<file path="src/rtl/fetch_unit.sv">
// Instruction-fetch stage: owns the PC, captures memory words on Ready and
// holds up to two fetched instructions for decode, with stall and redirect.
module fetch_unit #(
  parameter logic [31:0] RESET_PC = 32'h0000_0000,
  parameter logic [31:0] PC_STEP  = 32'd4
) (
  input  logic        CLK,
  input  logic        Reset,
  input  logic        IMemReady,
  input  logic [31:0] IMemRD,
  output logic [31:0] IMemAddr,
  input  logic        StallD,
  input  logic        RedirectD,
  input  logic [31:0] RedirectPC,
  output logic        ValidD,
  output logic [31:0] InstrD,
  output logic [31:0] PCD,
  output logic [31:0] PCPlus4D
);

  typedef enum logic [1:0] {
    EMPTY = 2'd0,
    ONE   = 2'd1,
    FULL  = 2'd2
  } state_e;

  state_e      state_q, state_d;
  logic [31:0] pc_q, pc_d;
  logic [31:0] instr0_q, instr0_d, instr1_q, instr1_d;
  logic [31:0] epc0_q, epc0_d, epc1_q, epc1_d;
  logic        consume_s;
  logic        accept_s;
  logic        unused_s;

  assign unused_s  = ^RedirectPC[1:0];
  assign consume_s = (state_q != EMPTY) && !StallD && !RedirectD;
  assign accept_s  = IMemReady && !RedirectD && ((state_q != FULL) || consume_s);

  // Next-state: redirect flushes; otherwise push at tail / pop from head (entry 0).
  always_comb begin
    state_d  = state_q;
    pc_d     = pc_q;
    instr0_d = instr0_q;
    instr1_d = instr1_q;
    epc0_d   = epc0_q;
    epc1_d   = epc1_q;
    if (RedirectD) begin
      pc_d    = {RedirectPC[31:2], 2'b00};
      state_d = EMPTY;
    end else begin
      if (accept_s) begin
        pc_d = pc_q + PC_STEP;
      end else begin
        pc_d = pc_q;
      end
      case (state_q)
        EMPTY: begin
          if (accept_s) begin
            instr0_d = IMemRD;
            epc0_d   = pc_q;
            state_d  = ONE;
          end else begin
            state_d = EMPTY;
          end
        end
        ONE: begin
          if (accept_s && consume_s) begin
            instr0_d = IMemRD;
            epc0_d   = pc_q;
          end else if (accept_s) begin
            instr1_d = IMemRD;
            epc1_d   = pc_q;
            state_d  = FULL;
          end else if (consume_s) begin
            state_d = EMPTY;
          end else begin
            state_d = ONE;
          end
        end
        FULL: begin
          if (consume_s) begin
            instr0_d = instr1_q;
            epc0_d   = epc1_q;
            if (accept_s) begin
              instr1_d = IMemRD;
              epc1_d   = pc_q;
            end else begin
              state_d = ONE;
            end
          end else begin
            state_d = FULL;
          end
        end
        default: state_d = EMPTY;
      endcase
    end
  end

  // State registers; Reset drops the buffer and PC immediately.
  always_ff @(posedge CLK or posedge Reset) begin
    if (Reset) begin
      state_q  <= EMPTY;
      pc_q     <= RESET_PC;
      instr0_q <= 32'h0;
      instr1_q <= 32'h0;
      epc0_q   <= 32'h0;
      epc1_q   <= 32'h0;
    end else begin
      state_q  <= state_d;
      pc_q     <= pc_d;
      instr0_q <= instr0_d;
      instr1_q <= instr1_d;
      epc0_q   <= epc0_d;
      epc1_q   <= epc1_d;
    end
  end

  assign IMemAddr = {pc_q[31:2], 2'b00};
  assign ValidD   = (state_q != EMPTY);
  assign InstrD   = ValidD ? instr0_q : 32'h0;
  assign PCD      = ValidD ? epc0_q : 32'h0;
  assign PCPlus4D = ValidD ? (epc0_q + PC_STEP) : 32'h0;

endmodule

</file>
<file path="config.mk">
export PLATFORM = sky130hd
export DESIGN_NAME = fetch_unit
export DESIGN_NICKNAME = d
export VERILOG_FILES = /design/src/rtl/fetch_unit.sv
export SDC_FILE = /design/constraint.sdc
export NUM_CORES = 1
export LEC_CHECK = 0
export BUFFER_PORTS_ARGS = -buffer_cell sky130_fd_sc_hd__buf_4
export CORE_MARGIN = 2
export CORE_UTILIZATION = 37
export DETAILED_ROUTE_END_ITERATION = 8
export GPL_ROUTABILITY_DRIVEN = 0
export GPL_TIMING_DRIVEN = 0
export PLACE_DENSITY = 0.61
export RECOVER_POWER = 25
export SYNTH_ARGS = -nofsm -noshare
export SYNTH_HDL_FRONTEND = slang
export SYNTH_SLANG_ARGS = --single-unit
</file>
<file path="constraint.sdc">
create_clock -name CLK -period 13.2 [get_ports CLK]
set_input_delay 1.98 -clock CLK [delete_from_list [all_inputs] [get_ports CLK]]
set_output_delay 1.98 -clock CLK [all_outputs]
set_load 0.02 [all_outputs]
</file>
==> run summary, run 1 <==
- complete, but fails checks — status
- capacitance limit, slew limit — failing checks
- 4 — count of buffering cells on the critical path with inverters included
- 0 — gr ovfl total
- 36.9% — share of the cycle needed by the critical path after routing
- 18,000 um — sum of net half-perimeters after detailed placement
- 17 — Num CTS Buffers
- 10,500 um2 — dpl cell area
- 22,800 um2 — Core Region
- 0 — antenna cells
- 1,295 — placed instance count
- 146 nW/um2 — power density over the cells
- 45.2% — ratio of cells with drive above 1 in the final layout
- 156 — clock sink count
- 0 — number of synthesized flops with an enable pin
- output port — nature of the critical path endpoint
- 88 — largest net degree at the start of global routing
- sky130_fd_sc_hd__nor2_1 — CP max-delay cell
- 0.57 ns — critical path's largest stage delay
- state_q[1]$_DFFE_PP0P_ — worst reg2reg startpoint
- 3900 um2 — FF+latch area
- 24,700 um — routed wire length
- 0 — DRC violation count after routing
- 788 — gate count after technology mapping
- 48.7% — post-layout utilization of the core
- 0.43 ns — clock latency on the worst-skew pair
- 0.00941 ns — Worst Clk Skew
- instr0_q[19]$_DFFE_PP0P_ — worst hold start
- 24,600 um2 — Die ar.
- 38.0% — initial cell density of the core
- buf_4, nor2_1, clkbuf_1, buf_1, nor2_1, buf_4 — critical path cell sequence
- false — unrepaired setup endpoints after global routing
- 157 um — die span in x
- sky130_fd_sc_hd__clkbuf_16 — cell at the root of the clock tree
- sky130_fd_sc_hd__dfrtp_1 — Synth Flop Type
- 28.1% — Area Overhead vs Synth
- 20.4% — GRT Total Usage
- buffers and inverters — delay-heaviest family, CP
- 8.79 ns — Setup WS pre-CTS
- 1,327 — non-filler instance count after layout
- 0 — Resized cells post-CTS
- 2.89 ns — Arrival @ worst endpoint
- 45.1% — part of the Yosys area used for sequential elements
- 188 — Port Buf Inserts
- 6 — Worst Reg2Reg Path Length in Cells
- 4.87 ns — final critical-path required period
- flop — launching element type of the critical path
- 198 — count of pins on the block boundary
- 0 — Ys Warns
- flop to flop — class of the most critical hold timing path
- 38,300 um — wire length of the first global-routing pass
- 4 — number of H-tree levels
- 4430 um2 — multi-input logic area
- 18.6 um — detail-routed net length per standard cell
- 11,100 um2 — final std cell area, no fill
- 0.07 ns — clock-pin slew on the worst setup and hold paths
- 5 — First-pass DRT Iterations
- 0 — Final ANT Viol Nets
- 0.0000862 V — peak supply drop
- 2 — number of buffers between clock root and the deepest sink
- 8.33 ns — worst path setup slack after routing
- 8660 um2 — area of the mapped netlist
- instr0_q[19]$_DFFE_PP0P_ — worst-case hold path end point
- -119% — Worst slew margin
- 10 — worst-path maximum fanout
- flop to output port — crit path kind
- 10.82 ns — register-to-register path setup slack
- 100% — share of flip-flops with an asynchronous set or reset after synthesis
- 1 — number of cells traversed by the worst hold path
- 4.85 nW — cell leakage power
- instr0_q[6]$_DFFE_PP0P_ — endpoint of the lowest-slack register-to-register path
- 0 — count of hold-fix buffers inserted at cts
- 0 — antenna violations before repair
- 0 ns — total negative slack for setup checks
- 51 — Yosys cell types
- 0 — post-CTS setup buffer count
- 0 — number of endpoints failing setup at the final stage
- yes — CTS tree
- 6,954 — DR vias
- 70 — Max Transition Viols Final
- 156 — synthesized flop and latch total
- 157 um — Die Height
- 450 — DRT iter0 DRCs
- 1.62 mW — post-layout power
- 5.24 — via density per instance
- 1,072 — fin nets
- 1 — number of max-capacitance violations reported
- 3.26 ns — transition time of the tightest slew-check pin
- 0.497 ns — worst slack on hold paths
- 11.22 ns — Req. time, crit path
- 6,723 — vias in the first global route
- 11.0 um2 — mean post-synth cell area
- 0.205 GHz — max frequency
- 2,178 — fill cell total of the finished layout
- 0 — total count of hold-check failures in the final report
- 55 — standard-cell rows
## state kept, by name (all words and copies together) (netlist names)
signal / cells
instr0_q: 32
instr1_q: 32
epc0_q: 30
epc1_q: 30
pc_q: 30
state_q: 2
## how the worst max path moves through the flow
stage                                 startpoint                      to  slack (ns)  cells past startpoint
after floorplan                            Reset  epc0_q[10]$_DFFE_PP0P_        7.01                      1
after global placement                     Reset    pc_q[24]$_DFFE_PP0N_        4.87                      2
after detailed placement  state_q[0]$_DFFE_PP0P_              InstrD[27]        8.79                      7
after CTS                 state_q[0]$_DFFE_PP0P_              InstrD[27]        8.33                      7
after global routing      state_q[1]$_DFFE_PP0P_              InstrD[26]        8.16                      7
final                     state_q[0]$_DFFE_PP0P_            PCPlus4D[15]        8.33                      6
## per-layer routing
metal	routed length [um]	GRT usage, %	vias to the layer above
li1	-	-	3273
met1	11700	29.7	3452
met2	11300	31.3	216
met3	1420	3.83	13
met4	261	5.16	0
met5	0	0	-
## cells in the mapped netlist, types with 3 or more instances
library cell | instances | area share (%)
sky130_fd_sc_hd__nand4_1 | 26 | 1.9
sky130_fd_sc_hd__buf_2 | 27 | 1.6
sky130_fd_sc_hd__dfrtp_1 | 156 | 45
sky130_fd_sc_hd__xor2_1 | 16 | 1.6
sky130_fd_sc_hd__nor4_1 | 5 | 0.36
sky130_fd_sc_hd__or3_1 | 9 | 0.65
sky130_fd_sc_hd__or4_1 | 8 | 0.69
sky130_fd_sc_hd__and2_1 | 65 | 4.7
sky130_fd_sc_hd__buf_1 | 3 | 0.13
sky130_fd_sc_hd__inv_1 | 13 | 0.56
sky130_fd_sc_hd__nor2_1 | 43 | 1.9
sky130_fd_sc_hd__nor3_1 | 11 | 0.64
sky130_fd_sc_hd__o21ai_0 | 12 | 0.69
sky130_fd_sc_hd__a21oi_1 | 7 | 0.40
sky130_fd_sc_hd__and3_1 | 7 | 0.51
sky130_fd_sc_hd__clkbuf_1 | 22 | 0.95
sky130_fd_sc_hd__mux2i_1 | 7 | 0.81
sky130_fd_sc_hd__xnor2_1 | 4 | 0.40
sky130_fd_sc_hd__mux2_2 | 190 | 25
sky130_fd_sc_hd__buf_4 | 8 | 0.69
sky130_fd_sc_hd__o311ai_0 | 9 | 0.91
sky130_fd_sc_hd__o31ai_1 | 11 | 0.95
sky130_fd_sc_hd__nand2_1 | 33 | 1.4
sky130_fd_sc_hd__a31oi_1 | 11 | 0.79
sky130_fd_sc_hd__and4_1 | 12 | 1.2
sky130_fd_sc_hd__or2_2 | 3 | 0.22
sky130_fd_sc_hd__nor2b_1 | 8 | 0.58
sky130_fd_sc_hd__nand3_1 | 30 | 1.7
## layout by cell type (no fill, tap or decap), types with 3 or more instances in the layout
cell,instances
sky130_fd_sc_hd__inv_1,12
sky130_fd_sc_hd__and2_1,65
sky130_fd_sc_hd__and3_1,7
sky130_fd_sc_hd__o21ai_0,12
sky130_fd_sc_hd__a21oi_1,7
sky130_fd_sc_hd__xor2_1,16
sky130_fd_sc_hd__buf_1,3
sky130_fd_sc_hd__clkinvlp_4,6
sky130_fd_sc_hd__nor2_1,43
sky130_fd_sc_hd__nand2_1,33
sky130_fd_sc_hd__buf_4,195
sky130_fd_sc_hd__mux2i_1,7
sky130_fd_sc_hd__or4_1,8
sky130_fd_sc_hd__or2_2,3
sky130_fd_sc_hd__nor3_1,11
sky130_fd_sc_hd__nor4_1,5
sky130_fd_sc_hd__o311ai_0,9
sky130_fd_sc_hd__or3_1,9
sky130_fd_sc_hd__mux2_2,190
sky130_fd_sc_hd__nand3_1,30
sky130_fd_sc_hd__a31oi_1,11
sky130_fd_sc_hd__and4_1,12
sky130_fd_sc_hd__clkbuf_1,23
sky130_fd_sc_hd__xnor2_1,4
sky130_fd_sc_hd__buf_2,27
sky130_fd_sc_hd__nor2b_1,8
sky130_fd_sc_hd__conb_1,6
sky130_fd_sc_hd__nand4_1,26
sky130_fd_sc_hd__clkbuf_16,17
sky130_fd_sc_hd__o31ai_1,11
sky130_fd_sc_hd__dfrtp_1,156
## worst register-to-register path: cells and delay by family (launching register included)
family	cells	cell delay, ns
flops	1	0.36
mux	2	0.65
simple gates	1	0.07
buf+inv	3	1.19
## area by class of cell
type	instances	area share, %
Buffer	60	2.61
Clock buffer	19	3.99
Tap cell	313	3.53
Timing Repair Buffer	189	13.0
Sequential cell	156	35.2
Inverter	13	0.451
Multi-Input combinational cell	564	40.0
Clock inverter	13	1.27
## report_power, final
part           switching [mW]  internal [mW]
clock                   0.207          0.284
combinational           0.211          0.221
sequential             0.0942          0.599
## kinds of logic after synthesis
kind of cell / count (synthesis) / synth area share (%)
and+or+nand+nor: 275 / 18.0
muxes: 197 / 25.5
DFF: 156 / 45.1
buffers and inverters: 73 / 3.90
AOI/OAI and AO/OA: 64 / 5.09
xor gates and xnor gates: 20 / 2.02
adders and majority gates: 2 / 0.289
other: 1 / 0.0433
Power figures use the tool's default switching activity.
==> inputs of run 2 (changes only) <==
--- a/config.mk
+++ b/config.mk
@@ -11,7 +11,7 @@
 export DETAILED_ROUTE_END_ITERATION = 8
 export GPL_ROUTABILITY_DRIVEN = 0
 export GPL_TIMING_DRIVEN = 0
-export PLACE_DENSITY = 0.61
+export PLACE_DENSITY = 0.64
 export RECOVER_POWER = 25
 export SYNTH_ARGS = -nofsm -noshare
 export SYNTH_HDL_FRONTEND = slang
==> constraint.sdc (replaced) <==
create_clock -name CLK -period 4.1 [get_ports CLK]
set_input_delay 0.615 -clock CLK [delete_from_list [all_inputs] [get_ports CLK]]
set_output_delay 0.615 -clock CLK [all_outputs]
set_load 0.02 [all_outputs]
==> run 2 against run 1 <==
Net effect: the run still ends with capacitance limit, slew limit left; largest cell class unchanged; critical endpoint unchanged; design area about the same; global-route usage increased by 0.10 points; wire length increased by 0.58%.
==> run summary, run 2 (synthesized netlist as in run 1, its figures left out) <==
- 157 um — die span in x
- 38,800 um — wire length of the first global-routing pass
- 0 ns — total negative slack for setup checks
- -8.61% — Worst slew margin
- 1.63 ns — transition time of the tightest slew-check pin
- flop — launching element type of the critical path
- 38.0% — initial cell density of the core
- 0.606 ns — worst path setup slack after routing
- 527 — DRT iter0 DRCs
- input pin to flop — class of the most critical hold timing path
- 18.7 um — detail-routed net length per standard cell
- 0.43 ns — clock latency on the worst-skew pair
- 1 — number of max-capacitance violations reported
- 5 — First-pass DRT Iterations
- 0.57 ns — critical path's largest stage delay
- 0 — antenna cells
- 3.48 ns — Req. time, crit path
- 1,330 — non-filler instance count after layout
- 45.2% — ratio of cells with drive above 1 in the final layout
- 195 x sky130_fd_sc_hd__buf_4, 190 x sky130_fd_sc_hd__mux2_2, 156 x sky130_fd_sc_hd__dfrtp_1, 65 x sky130_fd_sc_hd__and2_1, 43 x sky130_fd_sc_hd__nor2_1 — most used cells in the layout excluding fill and tap cells
- 188 — Port Buf Inserts
- capacitance limit, slew limit — failing checks
- 2,135 — fill cell total of the finished layout
- 43 — largest net degree at the start of global routing
- 4.87 nW — cell leakage power
- 1,075 — fin nets
- 17 — Num CTS Buffers
- yes — CTS tree
- 18,600 um — sum of net half-perimeters after detailed placement
- 4 — number of H-tree levels
- false — unrepaired setup endpoints after global routing
- sky130_fd_sc_hd__buf_4 — commonest non-fill, non-tap cell in the layout
- 157 um — Die Height
- 0 — number of endpoints failing setup at the final stage
- 0 — total count of hold-check failures in the final report
- instr0_q: 32 flops, instr1_q: 32 flops — largest registers ranked by flip-flop count
- 2.88 ns — Arrival @ worst endpoint
- 0 — antenna violations before repair
- 0 — Final ANT Viol Nets
- 7,035 — vias in the first global route
- 1.10 ns — Setup WS pre-CTS
- 3 — number of cells traversed by the worst hold path
- 0.00893 ns — Worst Clk Skew
- 20.5% — GRT Total Usage
- 6 — Worst Reg2Reg Path Length in Cells
- sky130_fd_sc_hd__clkbuf_16 — cell at the root of the clock tree
- 28.1% — Area Overhead vs Synth
- 198 — count of pins on the block boundary
- 0.286 GHz — max frequency
- 0 — gr ovfl total
- 10 — worst-path maximum fanout
- 7,011 — DR vias
- output port — nature of the critical path endpoint
- 55 — standard-cell rows
- 3.49 ns — final critical-path required period
- 85.2% — share of the cycle needed by the critical path after routing
- 24,600 um2 — Die ar.
- 0.000294 V — peak supply drop
- complete, but fails checks — status
- 2 — number of buffers between clock root and the deepest sink
- 1,298 — placed instance count
- 27 — Max Transition Viols Final
- 24,900 um — routed wire length
- 5.27 — via density per instance
- 0.07 ns — clock-pin slew on the worst setup and hold paths
- buf_4, nor2_1, clkbuf_1, buf_1, nor2_1, buf_4 — critical path cell sequence
- 0 — DRC violation count after routing
- 0 — Resized cells post-CTS
- 156 — clock sink count
- 0 — post-CTS setup buffer count
- flop to output port — crit path kind
- sky130_fd_sc_hd__nor2_1 — CP max-delay cell
- 0.392 ns — worst slack on hold paths
- 468 nW/um2 — power density over the cells
- 22,800 um2 — Core Region
- 0 — count of hold-fix buffers inserted at cts
-- run 2: cell count changes in the layout (fill, tap and decap cells not counted) --
cell,before,now
sky130_fd_sc_hd__clkinvlp_4,6,2
sky130_fd_sc_hd__clkbuf_1,23,24
sky130_fd_sc_hd__bufinv_16,2,1
sky130_fd_sc_hd__buf_12,0,1
sky130_fd_sc_hd__clkinv_2,2,1
sky130_fd_sc_hd__inv_8,0,2
sky130_fd_sc_hd__inv_6,2,8
sky130_fd_sc_hd__clkbuf_2,0,1
sky130_fd_sc_hd__clkbuf_8,1,0
sky130_fd_sc_hd__buf_16,1,0
-- run 2: cell type report --
cell class	instances	area (um2)	share of cell area (%)
inverters	13	50.0	0.451
clock inverters	15	151	1.37
multi-input cells	564	4430	40.0
repair buffers	192	1440	13.0
flip-flops and latches	156	3900	35.2
clock buffers	17	425	3.84
well taps	313	392	3.53
plain buffers	60	289	2.61
-- run 2: final timing paths --
check / from / to / slack [ns]
max in group asynchronous: Reset / epc0_q[29]$_DFFE_PP0P_ / 1.03
hold / removal: RedirectPC[2] / pc_q[2]$_DFFE_PP0N_ / 0.39
setup reg to reg: state_q[1]$_DFFE_PP0P_ / instr0_q[11]$_DFFE_PP0P_ / 1.76
setup / recovery: state_q[0]$_DFFE_PP0P_ / PCPlus4D[15] / 0.61
hold reg to reg: instr0_q[29]$_DFFE_PP0P_ / instr0_q[29]$_DFFE_PP0P_ / 0.50
min in group asynchronous: Reset / instr0_q[23]$_DFFE_PP0P_ / 0.48
-- run 2: per-stage QoR --
step / area, um2 / power (mW) / util (%)
6_report: 11100 / 5.19 / 48.7
5_1_grt: 11100 / 5.46 / 48.7
4_1_cts: 11100 / 5.24 / 48.9
3_5_place_dp: 10600 / 3.67 / 46.4
3_3_place_gp: 10500 / 3.61 / 46.0
2_1_floorplan: 8680 / 3.09 / -
-- run 2: per-layer routing --
layer  global-route usage [%]  routed length, um
met1                     28.4              11000
met2                     32.1              11600
met3                     4.24               1650
met4                     6.99                613
met5                        0                  0
-- run 2: report_power, final --
part | internal [mW] | switching [mW]
sequential | 1.93 | 0.302
combinational | 0.712 | 0.685
clock | 0.859 | 0.706
total | 3.50 | 1.69
-- run 2: worst max-delay path: cells and delay by family, from the launching register on --
kind | cells | cell delay [ns]
flip-flops | 1 | 0.36
AND/OR/NAND/NOR | 2 | 0.76
buffers and inverters | 4 | 1.32
